===== src/rtl/crc_engine_param_pkg.sv =====
// Shared types and the single-bit CRC update used by the multi-bit CRC engine.
// crc_bit works on a fixed 32-bit container so one function serves every CRC_W.
package crc_engine_param_pkg;

  typedef enum logic [1:0] {
    IDLE,
    LOAD,
    CALC,
    DONE
  } state_t;

  localparam logic MODE_GEN   = 1'b0;
  localparam logic MODE_CHECK = 1'b1;

  localparam int unsigned MAX_CRC_W = 32;

  // One MSB-first LFSR step; bits above crc_w are forced to zero.
  function automatic logic [MAX_CRC_W-1:0] crc_bit(
    input logic [MAX_CRC_W-1:0] r,
    input logic                 b,
    input logic [MAX_CRC_W-1:0] poly,
    input int unsigned          crc_w
  );
    logic                 fb;
    logic [MAX_CRC_W-1:0] mask;
    mask = (crc_w >= MAX_CRC_W) ? '1 : ((MAX_CRC_W'(1) << crc_w) - MAX_CRC_W'(1));
    fb   = r[5'(crc_w - 1)] ^ b;
    return ((r << 1) ^ (fb ? poly : '0)) & mask;
  endfunction

endpackage


===== src/rtl/crc_engine_param_if.sv =====
// Request/result bundle between a CRC engine client (master) and the engine (slave).
interface crc_engine_param_if #(
  parameter int unsigned DATA_W = 128,
  parameter int unsigned CRC_W  = 3
) ();

  logic              en;
  logic              i_mode;
  logic [DATA_W-1:0] i_data;
  logic              o_busy;
  logic              o_valid;
  logic [CRC_W-1:0]  o_data;
  logic              o_match;

  modport master (
    output en, i_mode, i_data,
    input  o_busy, o_valid, o_data, o_match
  );

  modport slave (
    input  en, i_mode, i_data,
    output o_busy, o_valid, o_data, o_match
  );

endinterface


===== src/rtl/crc_engine_param_step.sv =====
// Combinational BPC-deep unroll of crc_bit; this is the engine's critical path.
module crc_engine_param_step
  import crc_engine_param_pkg::*;
#(
  parameter int unsigned      CRC_W = 3,
  parameter logic [CRC_W-1:0] POLY  = 3'b011,
  parameter int unsigned      BPC   = 4
) (
  input  logic [CRC_W-1:0] i_r,
  input  logic [BPC-1:0]   i_bits,
  output logic [CRC_W-1:0] o_r_next
);

  localparam logic [MAX_CRC_W-1:0] POLY_EXT = MAX_CRC_W'(POLY);

  logic [CRC_W-1:0] w_r;

  // i_bits[BPC-1] is the oldest bit and is folded in first.
  always_comb begin
    w_r = i_r;
    for (int unsigned i = 0; i < BPC; i++) begin
      w_r = CRC_W'(crc_bit(MAX_CRC_W'(w_r), i_bits[BPC-1-i], POLY_EXT, CRC_W));
    end
    o_r_next = w_r;
  end

endmodule


===== src/rtl/crc_engine_param.sv =====
// Parametrised CRC engine: captures one word on en, consumes it BPC bits per
// cycle MSB first, then emits the remainder (and a zero-remainder flag in CHECK mode).
module crc_engine_param
  import crc_engine_param_pkg::*;
#(
  parameter int unsigned      DATA_W = 128,
  parameter int unsigned      CRC_W  = 3,
  parameter logic [CRC_W-1:0] POLY   = 3'b011,
  parameter int unsigned      BPC    = 4,
  parameter logic [CRC_W-1:0] INIT   = '0
) (
  input logic              clk,
  input logic              rst,
  crc_engine_param_if.slave bus
);

  localparam int unsigned STEPS = DATA_W / BPC;
  localparam int unsigned CNT_W = $clog2(STEPS + 1);

  if (BPC < 1 || BPC > DATA_W) begin : g_chk_bpc_range
    $error("crc_engine_param: BPC must be in 1..DATA_W");
  end
  if ((DATA_W % BPC) != 0) begin : g_chk_bpc_div
    $error("crc_engine_param: DATA_W must be a multiple of BPC");
  end
  if (CRC_W < 2 || CRC_W > MAX_CRC_W) begin : g_chk_crc_w
    $error("crc_engine_param: CRC_W must be in 2..32");
  end
  if (POLY[0] != 1'b1) begin : g_chk_poly
    $error("crc_engine_param: POLY[0] must be 1");
  end

  state_t            r_state;
  state_t            w_next;
  logic [DATA_W-1:0] r_shift;
  logic              r_mode;
  logic [CRC_W-1:0]  r_crc;
  logic [CNT_W-1:0]  r_cnt;
  logic              r_valid;
  logic [CRC_W-1:0]  r_data;
  logic              r_match;
  logic [CRC_W-1:0]  w_crc_next;

  crc_engine_param_step #(
    .CRC_W (CRC_W),
    .POLY  (POLY),
    .BPC   (BPC)
  ) u_step (
    .i_r      (r_crc),
    .i_bits   (r_shift[DATA_W-1 -: BPC]),
    .o_r_next (w_crc_next)
  );

  always_comb begin
    w_next = r_state;
    case (r_state)
      IDLE:    if (bus.en) w_next = LOAD;
      LOAD:    w_next = CALC;
      CALC:    if (r_cnt == CNT_W'(STEPS - 1)) w_next = DONE;
      DONE:    w_next = IDLE;
      default: w_next = IDLE;
    endcase
  end

  always_ff @(posedge clk or posedge rst) begin
    if (rst) begin
      r_state <= IDLE;
      r_shift <= '0;
      r_mode  <= 1'b0;
      r_crc   <= '0;
      r_cnt   <= '0;
      r_valid <= 1'b0;
      r_data  <= '0;
      r_match <= 1'b0;
    end else begin
      r_state <= w_next;
      case (r_state)
        IDLE: begin
          if (bus.en) begin
            r_shift <= bus.i_data;
            r_mode  <= bus.i_mode;
          end
        end
        LOAD: begin
          r_crc <= INIT;
          r_cnt <= '0;
        end
        CALC: begin
          r_crc   <= w_crc_next;
          r_shift <= r_shift << BPC;
          r_cnt   <= r_cnt + CNT_W'(1);
        end
        default: ;
      endcase
      // Result registers are zeroed outside the single valid cycle.
      r_valid <= (r_state == DONE);
      r_data  <= (r_state == DONE) ? r_crc : '0;
      r_match <= (r_state == DONE) && (r_mode == MODE_CHECK) && (r_crc == '0);
    end
  end

  assign bus.o_busy  = (r_state != IDLE);
  assign bus.o_valid = r_valid;
  assign bus.o_data  = r_data;
  assign bus.o_match = r_match;

endmodule


===== src/flat_wrapper.sv =====
// flat-port wrapper written by rule: the top's interface ports become plain ports
module crc_engine_param_flat import crc_engine_param_pkg::*;
#(
  parameter int unsigned      DATA_W = 128,
  parameter int unsigned      CRC_W  = 3,
  parameter logic [CRC_W-1:0] POLY   = 3'b011,
  parameter int unsigned      BPC    = 4,
  parameter logic [CRC_W-1:0] INIT   = '0
)
  (clk, rst, bus_en, bus_i_mode, bus_i_data, bus_o_busy, bus_o_valid, bus_o_data, bus_o_match);
  crc_engine_param_if #(.DATA_W(DATA_W), .CRC_W(CRC_W)) bus_i ();
  input logic clk;
  input logic rst;
  input wire logic [$bits(bus_i.en)-1:0] bus_en;
  input wire logic [$bits(bus_i.i_mode)-1:0] bus_i_mode;
  input wire logic [$bits(bus_i.i_data)-1:0] bus_i_data;
  output wire logic [$bits(bus_i.o_busy)-1:0] bus_o_busy;
  output wire logic [$bits(bus_i.o_valid)-1:0] bus_o_valid;
  output wire logic [$bits(bus_i.o_data)-1:0] bus_o_data;
  output wire logic [$bits(bus_i.o_match)-1:0] bus_o_match;
  assign bus_i.en = bus_en;
  assign bus_i.i_mode = bus_i_mode;
  assign bus_i.i_data = bus_i_data;
  assign bus_o_busy = bus_i.o_busy;
  assign bus_o_valid = bus_i.o_valid;
  assign bus_o_data = bus_i.o_data;
  assign bus_o_match = bus_i.o_match;
  crc_engine_param #(.DATA_W(DATA_W), .CRC_W(CRC_W), .POLY(POLY), .BPC(BPC), .INIT(INIT)) u_core (.clk(clk), .rst(rst), .bus(bus_i));
endmodule

===== config.mk =====
export PLATFORM = sky130hd
export DESIGN_NAME = crc_engine_param_flat
export DESIGN_NICKNAME = d
export VERILOG_FILES = /design/src/rtl/crc_engine_param_pkg.sv /design/src/rtl/crc_engine_param_if.sv /design/src/rtl/crc_engine_param_step.sv /design/src/rtl/crc_engine_param.sv /design/src/flat_wrapper.sv
export SDC_FILE = /design/constraint.sdc
export NUM_CORES = 1
export LEC_CHECK = 0
export CORE_UTILIZATION = 52
export DETAILED_ROUTE_END_ITERATION = 16
export PLACE_DENSITY = 0.82
export REMOVE_ABC_BUFFERS = 1
export SLEW_MARGIN = 30
export SYNTH_ARGS = -nofsm -noshare
export SYNTH_HDL_FRONTEND = slang
export SYNTH_SLANG_ARGS = --single-unit

===== constraint.sdc =====
create_clock -name clk -period 6.48 [get_ports clk]
set_clock_uncertainty 0.15 [all_clocks]
set_input_delay 1.296 -clock clk [delete_from_list [all_inputs] [get_ports clk]]
set_output_delay 1.296 -clock clk [all_outputs]
set_load 0.05 [all_outputs]

Word-level counts from Yosys, hierarchy flattened. Cells that the tools add are included.

Register bits after elaboration: 145. Bits of input ports: 132.

Add/subtract/negate cells: 1. Eq/ne operators: 6. Muxes and demuxes: 12. Bitwise operators: 8. Reductions and logical operators: 10.

Operators by type and width (count): $pmux W128 S2 (1); $mux W128 (1); $mux W2 (6); $pmux W6 S2 (1); $xor A3 B2 Y3 (3); $pmux W2 S4 (1); $add A6 B1 Y6 const B (1); $eq A6 B5 Y1 const B (1); $pmux W3 S2 (1); $reduce_and A2 Y1 (3); $reduce_bool A2 Y1 (3); $eq A2 B2 Y1 const B (2); $xor A1 B1 Y1 (4); $logic_not A3 Y1 (1); $mux W3 (1); $xor A3 B3 Y3 (1); $eq A2 B1 Y1 const B (1); $logic_and A1 B1 Y1 (2); $logic_not A2 Y1 (1); $ne A2 B1 Y1 const B (1); $ne A2 B2 Y1 const B (1).

Longest topological paths before layout. Gate-level depths: netlist (run 1).

Depth in word-level cells: 13. Gate-level depth with buffers: 9. Gate-level depth less buffers: 6.

Modules after synthesis. Synthesis (run 1) repeated with hierarchy kept, for this count alone.

Cells, all modules: 636. Area total of the unflattened synthesis: 6862.8 µm².

Modules (own cells, without submodules): crc_engine_param (times used 1, cells an instance 629, area an instance 6774.0 µm²); crc_engine_param_step (times used 1, cells an instance 7, area an instance 88.8 µm²).

Worst setup path before layout (run 1). Ideal clock, no wire load.

Path kind: input -> register. Start point: input port bus_en. End point: register u_core.r_shift[44]. Setup time: 0.135 ns. Arrival: 2.075 ns. Required time: 6.195 ns. Setup slack: 4.120 ns. Stages on the path: 5. Buffers on the path: 2. Cell sequence: nand2_1 -> a21boi_4 -> buf_6 -> clkbuf_1 -> o21ai_0.

Longest elaborated chain between the ends: 2.

RTL lines: from (decl) (RTL line flat_wrapper.sv:14) `input wire logic [$bits(bus_i.en)-1:0] bus_en;`; $ne A2 B2 Y1 (no source line); $reduce_and A2 Y1 (no source line); to (signal assigned) (RTL line crc_engine_param.sv:80) `r_shift <= bus.i_data;`; to (signal assigned) (RTL line crc_engine_param.sv:90) `r_shift <= r_shift << BPC;`; to (decl) (RTL line crc_engine_param.sv:35) `logic [DATA_W-1:0] r_shift;`.

Every way passes these cells. A chain may end at the register's enable or synchronous reset.

Worst setup path in the final report (run 1).
Start point: register u_core.r_state[1]. End point: output port bus_o_busy.

Longest elaborated chain between the ends: 1.

RTL lines: from (decl) (RTL line crc_engine_param.sv:33) `state_t r_state;`; from (signal assigned) (RTL line crc_engine_param.sv:76) `r_state <= w_next;`; $reduce_bool A2 Y1 (RTL line crc_engine_param.sv:102) `assign bus.o_busy = (r_state != IDLE);`; to (decl) (RTL line flat_wrapper.sv:17) `output wire logic [$bits(bus_i.o_busy)-1:0] bus_o_busy;`.

Every way passes these cells.

==> results.py, run 1 <==
metrics = {
    "outcome": {
        "status": "completed",
    },
    "clock_tree": {
        "cts.reportedPaths.clkPinSlew_ns": 0.06,
        "clock_tree.root_cell": "clkbuf_16",
        "cts_buffer_depth": 2,
        "ctsHoldBuffers": 0,
        "ctsResizeCount": 0,
        "h-tree-depth": 4,
        "clkSinkCount": 145,
        "cts_tree": "built",
        "clock_latency_ns": 0.42,
        "numCtsBuffers": 17,
        "post_cts.repair.setup_buffers": 0,
    },
    "route": {
        "drc": 0,
        "drtIter0Drc": 251,
        "vias": 4906,
        "wl_per_cell_um": 14.4,
        "routed_via_density": 5.20,
        "pre_repair_dr_iteration_count": 5,
        "antenna_left": 0,
        "finalWirelength_um": 13600,
    },
    "grt": {
        "first_pass_grt_wire_length_um": 22300,
        "grt_max_degree": 117,
        "first_global_vias": 4858,
        "grt_antenna_before_repair": 0,
        "grt_remaining_overflow": 0,
        "gr-usage-all-layers": 0.217,
    },
    "sta": {
        "tightest_slew_ns": 0.833,
        "hold_viol_final": 0,
        "setup-violations-final": 0,
        "min_period_ns": 3.52,
        "setup_ws_ns": 2.96,
        "slew-limit-headroom": 0.445,
        "slew_violations": 0,
        "setup_repair_after_global_routing_missed_its_margin": "false",
        "period_share": 0.543,
        "max_freq_mhz": 284,
    },
    "placed_design": {
        "place.detailed.hpwl_um": 9020,
        "io_buffers": 137,
        "gp_congestion": 0.743,
        "dpl.cell_count": 912,
        "preCtsSetupSlack_ns": 2.73,
        "detailed_place.area_sq_um": 8140,
    },
    "floorplan": {
        "fp.dieH_um": 116,
        "fp.dieW_um": 116,
        "die_area_sq_um": 13500,
        "top_level_ports": 138,
        "core_sq_um": 12700,
        "core.rowCount": 41,
        "initial_core_util": 0.535,
    },
    "synthesis": {
        "synth_cells": 640,
        "ys_ff_latch": 145,
        "synth-warning-count": 0,
        "synth-main-ff-cell": "dfrtp_1",
        "synthDominantCellAreaShare": 0.535,
        "largest_cells_by_area_after_synthesis": "dfrtp_1 (54%), mux2i_1 (18%), o21ai_1 (7.9%)",
        "synth.avg_cell_area_sq_um": 10.6,
        "async_flop_share": 1.00,
        "synth-edff-count": 0,
        "top_cell_types_by_occurrence_after_synthesis": "dfrtp_1 (145), nand2_1 (133), mux2i_1 (125), o21ai_1 (107), o21ai_0 (28)",
        "netlist.top_cell.by_area": "dfrtp_1",
        "netlist-cell-type-count": 31,
        "synth_sequential_area_ratio": 0.535,
        "synth_most_common_cell": "dfrtp_1",
        "synth_area_sq_um": 6780,
    },
    "setup_path": {
        "cp_data_required_time_ns": 5.03,
        "reg2reg_path_depth": 8,
        "criticalPathCategory": "reg2out",
        "worstSetupEndpointType": "output pin",
        "crit_fanout": 7,
        "arrival_ns": 2.07,
        "worstSetupStartpointType": "flip-flop",
        "ff2ff_setup_slack_ns": 3.90,
        "crit-reg2reg-launch": "u_core.r_state[1]",
        "rr_endpoint": "u_core.r_shift[108]",
    },
    "finish": {
        "final_cell_area_sq_um": 8780,
        "flow.area_growth_from_synthesis_pct": 29.6,
        "nNetsFinal": 895,
        "antennaDiodeCount": 0,
        "layout.cells.non_filler": 944,
        "post_route_cells_drive_above_1_share": 0.0596,
    },
    "job": {
        "drv.max_cap_violation_count": 0,
    },
    "worst_hold_path": {
        "hold-path-endpoint": "u_core.r_shift[71]",
        "hold_path_startpoint": "u_core.r_shift[71]",
        "hold_path_class": "reg2reg",
        "holdPathStages": 2,
    },
    "power": {
        "peakVddDrop_mv": 0.387,
        "power.density_cell_area_nw_per_um2": 504,
        "cellLeakagePower_nw": 3.87,
    },
}
cell families (layout without fill, tap and decap cells):
| kind of cell | after synthesis | after routing | synth area share |
|---|---|---|---|
| simple gates | 156 | 156 | 0.0938 |
| compound gates | 146 | 146 | 0.111 |
| flops | 145 | 145 | 0.535 |
| mux | 128 | 128 | 0.190 |
| buf+inv | 54 | 186 | 0.0493 |
| xor+xnor | 7 | 7 | 0.0142 |
| fa+ha+maj | 4 | 4 | 0.00738 |
sequential cells by signal, indices dropped and copies added (netlist names):
register,cells
u_core.r_state,2
u_core.r_cnt,6
u_core.bus.o_valid,1
u_core.bus.o_match,1
u_core.r_mode,1
u_core.r_crc,3
u_core.bus.o_data,3
u_core.r_shift,128
placed cells by master (no fill, tap or decap), drive strengths merged, types with 3 or more instances in the layout:
master and instances:
clkbuf 22, and2 3, clkdlybuf4s50 137, dfrtp 145, nand2 133, nor2 3
nor2b 7, o21ai 135, buf 6, inv 11, bufinv 4, nand3 4
xor2 3, mux2 3, clkinv 4, mux2i 125, a21oi 7, ha 4
final cells by class:
class | count | area [sq um]
well taps | 172 | 215
flip-flops and latches | 145 | 3630
clock inverters | 10 | 155
fillers | 988 | 3890
clock buffers | 22 | 484
inverters | 11 | 48.8
multi-input cells | 441 | 2830
repair buffers | 143 | 1420
through the flow:
step	hold slack, ns	power [W]	TNS, ns	util
2_1_floorplan	0.300	0.00319	-331.30	-
3_3_place_gp	0.312	0.00329	0	0.642
3_5_place_dp	0.325	0.00341	0	0.642
4_1_cts	0.338	0.00448	0	0.693
5_1_grt	0.352	0.00477	0	0.693
6_report	0.331	0.00443	0	0.693
worst max-delay path, stage by stage (launching register included):
cell	delay, ns
dfrtp_1	0.42
inv_1	0.06
ha_1	0.22
inv_2	0.13
clkdlybuf4s50_1	0.82
how the worst max path moves through the flow:
stage | startpoint | endpoint | slack (ns) | depth (start not counted)
floorplan | u_core.r_state[0] | u_core.r_shift[24] | -2.70 | 5
global placement | bus_en | u_core.r_shift[87] | 2.84 | 6
detailed placement | bus_en | u_core.r_shift[93] | 2.73 | 7
CTS | u_core.r_state[1] | bus_o_busy | 2.93 | 4
global route | u_core.r_state[1] | bus_o_busy | 2.84 | 4
finish | u_core.r_state[1] | bus_o_busy | 2.96 | 4
per-layer routing:
metal,share of wire,up-vias,GRT usage
met4,0.023,0,0.0906
met5,0,-,0
li1,-,2424,-
met3,0.062,25,0.0727
met1,0.44,2320,0.265
met2,0.47,137,0.353
where the power goes:
part           internal [W]  total [W]  switching (W)
logic              0.000786    0.00181        0.00102
registers           0.00134    0.00157       0.000238
clock network      0.000682    0.00105       0.000364
total               0.00280    0.00443        0.00163
No activity file was read; power rests on OpenSTA's default activity.
==> inputs of run 2 (changes only) <==
==> constraint.sdc (replaced) <==
create_clock -name clk -period 3.47 [get_ports clk]
set_clock_uncertainty 0.15 [all_clocks]
set_input_delay 0.694 -clock clk [delete_from_list [all_inputs] [get_ports clk]]
set_output_delay 0.694 -clock clk [all_outputs]
set_load 0.05 [all_outputs]
==> run 2 against run 1 <==
Sequential share of layout area decreased by 0.45 points. Wire length rose by 0.59%. Clock power grew 68%. First-iteration DRC count shrank 3.6%. Critical path type unchanged. Largest power group unchanged.
==> results.py, run 2 (synthesis gave the netlist of run 1 again) <==
metrics = {
    "outcome": {
        "status": "completed",
    },
    "sta": {
        "setup-violations-final": 0,
        "setup_repair_after_global_routing_missed_its_margin": "false",
        "hold_viol_final": 0,
        "period_share": 0.844,
        "min_period_ns": 2.93,
        "max_freq_mhz": 341,
        "tightest_slew_ns": 0.525,
        "slew-limit-headroom": 0.650,
        "setup_ws_ns": 0.542,
        "slew_violations": 0,
    },
    "power": {
        "peakVddDrop_mv": 0.512,
        "cellLeakagePower_nw": 3.92,
        "swShare": 0.365,
        "combinational_fraction_of_design_power": 0.437,
        "power.net_switching_w": 0.00305,
        "power.density_cell_area_nw_per_um2": 938,
        "pwr-share-seq": 0.352,
        "clock_network_fraction_of_design_power": 0.211,
        "power.internal_w": 0.00529,
        "totalPowerFinal_w": 0.00833,
    },
    "finish": {
        "final_cell_mix": "dfrtp_1 (145), clkdlybuf4s50_1 (137), nand2_1 (133)",
        "largest_register_ffs": 128,
        "biggest_register": "u_core.r_shift",
        "flow.area_growth_from_synthesis_pct": 31.0,
        "post_route_cells_drive_above_1_share": 0.0642,
        "final_cell_area_sq_um": 8880,
        "antennaDiodeCount": 0,
        "nNetsFinal": 902,
        "most_common_cell_after_layout_fill_and_taps_aside": "dfrtp_1",
        "top_flop_regs": "u_core.r_shift: 128 flops, u_core.r_cnt: 6 flops",
    },
    "setup_path": {
        "criticalPathCategory": "reg2out",
        "worstSetupEndpointType": "output pin",
        "crit-reg2reg-launch": "u_core.r_state[0]",
        "worstSetupStartpointType": "flip-flop",
        "crit_start": "u_core.r_state[1]",
        "arrival_ns": 2.08,
        "rr_endpoint": "u_core.r_shift[123]",
        "cp_data_required_time_ns": 2.63,
        "reg2reg_path_depth": 5,
        "cp-endpoint": "bus_o_busy",
        "crit_fanout": 7,
        "ff2ff_setup_slack_ns": 1.38,
    },
    "clock_tree": {
        "clock_tree.root_cell": "clkbuf_16",
        "cts_buffer_depth": 2,
        "clkSinkCount": 145,
        "h-tree-depth": 4,
        "ctsHoldBuffers": 0,
        "clock_latency_ns": 0.42,
        "cts_tree": "built",
        "ctsResizeCount": 0,
        "post_cts.repair.setup_buffers": 0,
        "numCtsBuffers": 17,
        "cts.reportedPaths.clkPinSlew_ns": 0.06,
    },
    "grt": {
        "grt_max_degree": 100,
        "grt_remaining_overflow": 0,
        "first_global_vias": 4915,
        "first_pass_grt_wire_length_um": 22700,
        "grt_antenna_before_repair": 0,
        "gr-usage-all-layers": 0.220,
    },
    "route": {
        "routed_via_density": 5.19,
        "wl_per_cell_um": 14.4,
        "vias": 4938,
        "finalWirelength_um": 13700,
        "drtIter0Drc": 242,
        "antenna_left": 0,
        "pre_repair_dr_iteration_count": 4,
        "drc": 0,
    },
    "placed_design": {
        "io_buffers": 137,
        "place.detailed.hpwl_um": 9350,
        "gp_congestion": 0.742,
        "detailed_place.area_sq_um": 8300,
        "preCtsSetupSlack_ns": 0.813,
    },
    "floorplan": {
        "top_level_ports": 138,
        "core_sq_um": 12700,
        "core.rowCount": 41,
        "fp.dieH_um": 116,
        "fp.dieW_um": 116,
        "initial_core_util": 0.535,
        "die_area_sq_um": 13500,
    },
    "worst_hold_path": {
        "hold_path_class": "reg2reg",
        "holdPathStages": 2,
    },
    "job": {
        "drv.max_cap_violation_count": 0,
    },
}
==> run 2: per-stage QoR <==
step | TNS [ns] | cells | hold slack (ns) | util
after floorplan | -920.87 | 597 | 0.300 | -
after global placement | 0 | 919 | 0.312 | 0.655
after detailed placement | 0 | 919 | 0.325 | 0.655
after CTS | 0 | 951 | 0.337 | 0.701
after global routing | 0 | 951 | 0.354 | 0.701
final | 0 | 951 | 0.332 | 0.701
==> run 2: power groups by stage <==
stage	Combinational [W]	Sequential, W	Clock (W)
floorplan	0.00266	0.00286	0
global placement	0.00351	0.00290	0
detailed placement	0.00368	0.00294	0
CTS	0.00369	0.00293	0.00180
global route	0.00408	0.00302	0.00188
finish	0.00364	0.00293	0.00176
==> run 2: per-layer routing <==
layer  vias to the layer above  global-route usage  share of wire
met4                         0              0.0880          0.015
met2                       128               0.362           0.48
met1                      2348               0.277           0.45
met3                        20              0.0618          0.057
met5                         -                   0              0
li1                       2442                   -              -
==> run 2: cell type report <==
cell class / instances / area [sq um]
fillers: 973 / 3790
repair buffers: 150 / 1580
inverters: 11 / 46.3
flip-flops and latches: 145 / 3630
well taps: 172 / 215
multi-input cells: 441 / 2830
clock inverters: 4 / 45.0
clock buffers: 28 / 537
==> run 2: worst max-delay path: stages (launching register included) <==
cell	delay, ns
dfrtp_1	0.42
inv_1	0.07
ha_1	0.22
inv_2	0.13
clkdlybuf4s50_1	0.82
==> run 2: worst min-delay path by stage <==
stage	start	to	slack, ns
6_report	u_core.r_shift[65]	u_core.r_shift[65]	0.33
3_3_place_gp	u_core.r_shift[41]	u_core.r_shift[41]	0.31
5_1_grt	u_core.r_shift[27]	u_core.r_shift[27]	0.35
2_1_floorplan	u_core.r_shift[24]	u_core.r_shift[24]	0.30
4_1_cts	u_core.r_shift[34]	u_core.r_shift[34]	0.34
3_5_place_dp	u_core.r_shift[42]	u_core.r_shift[42]	0.32
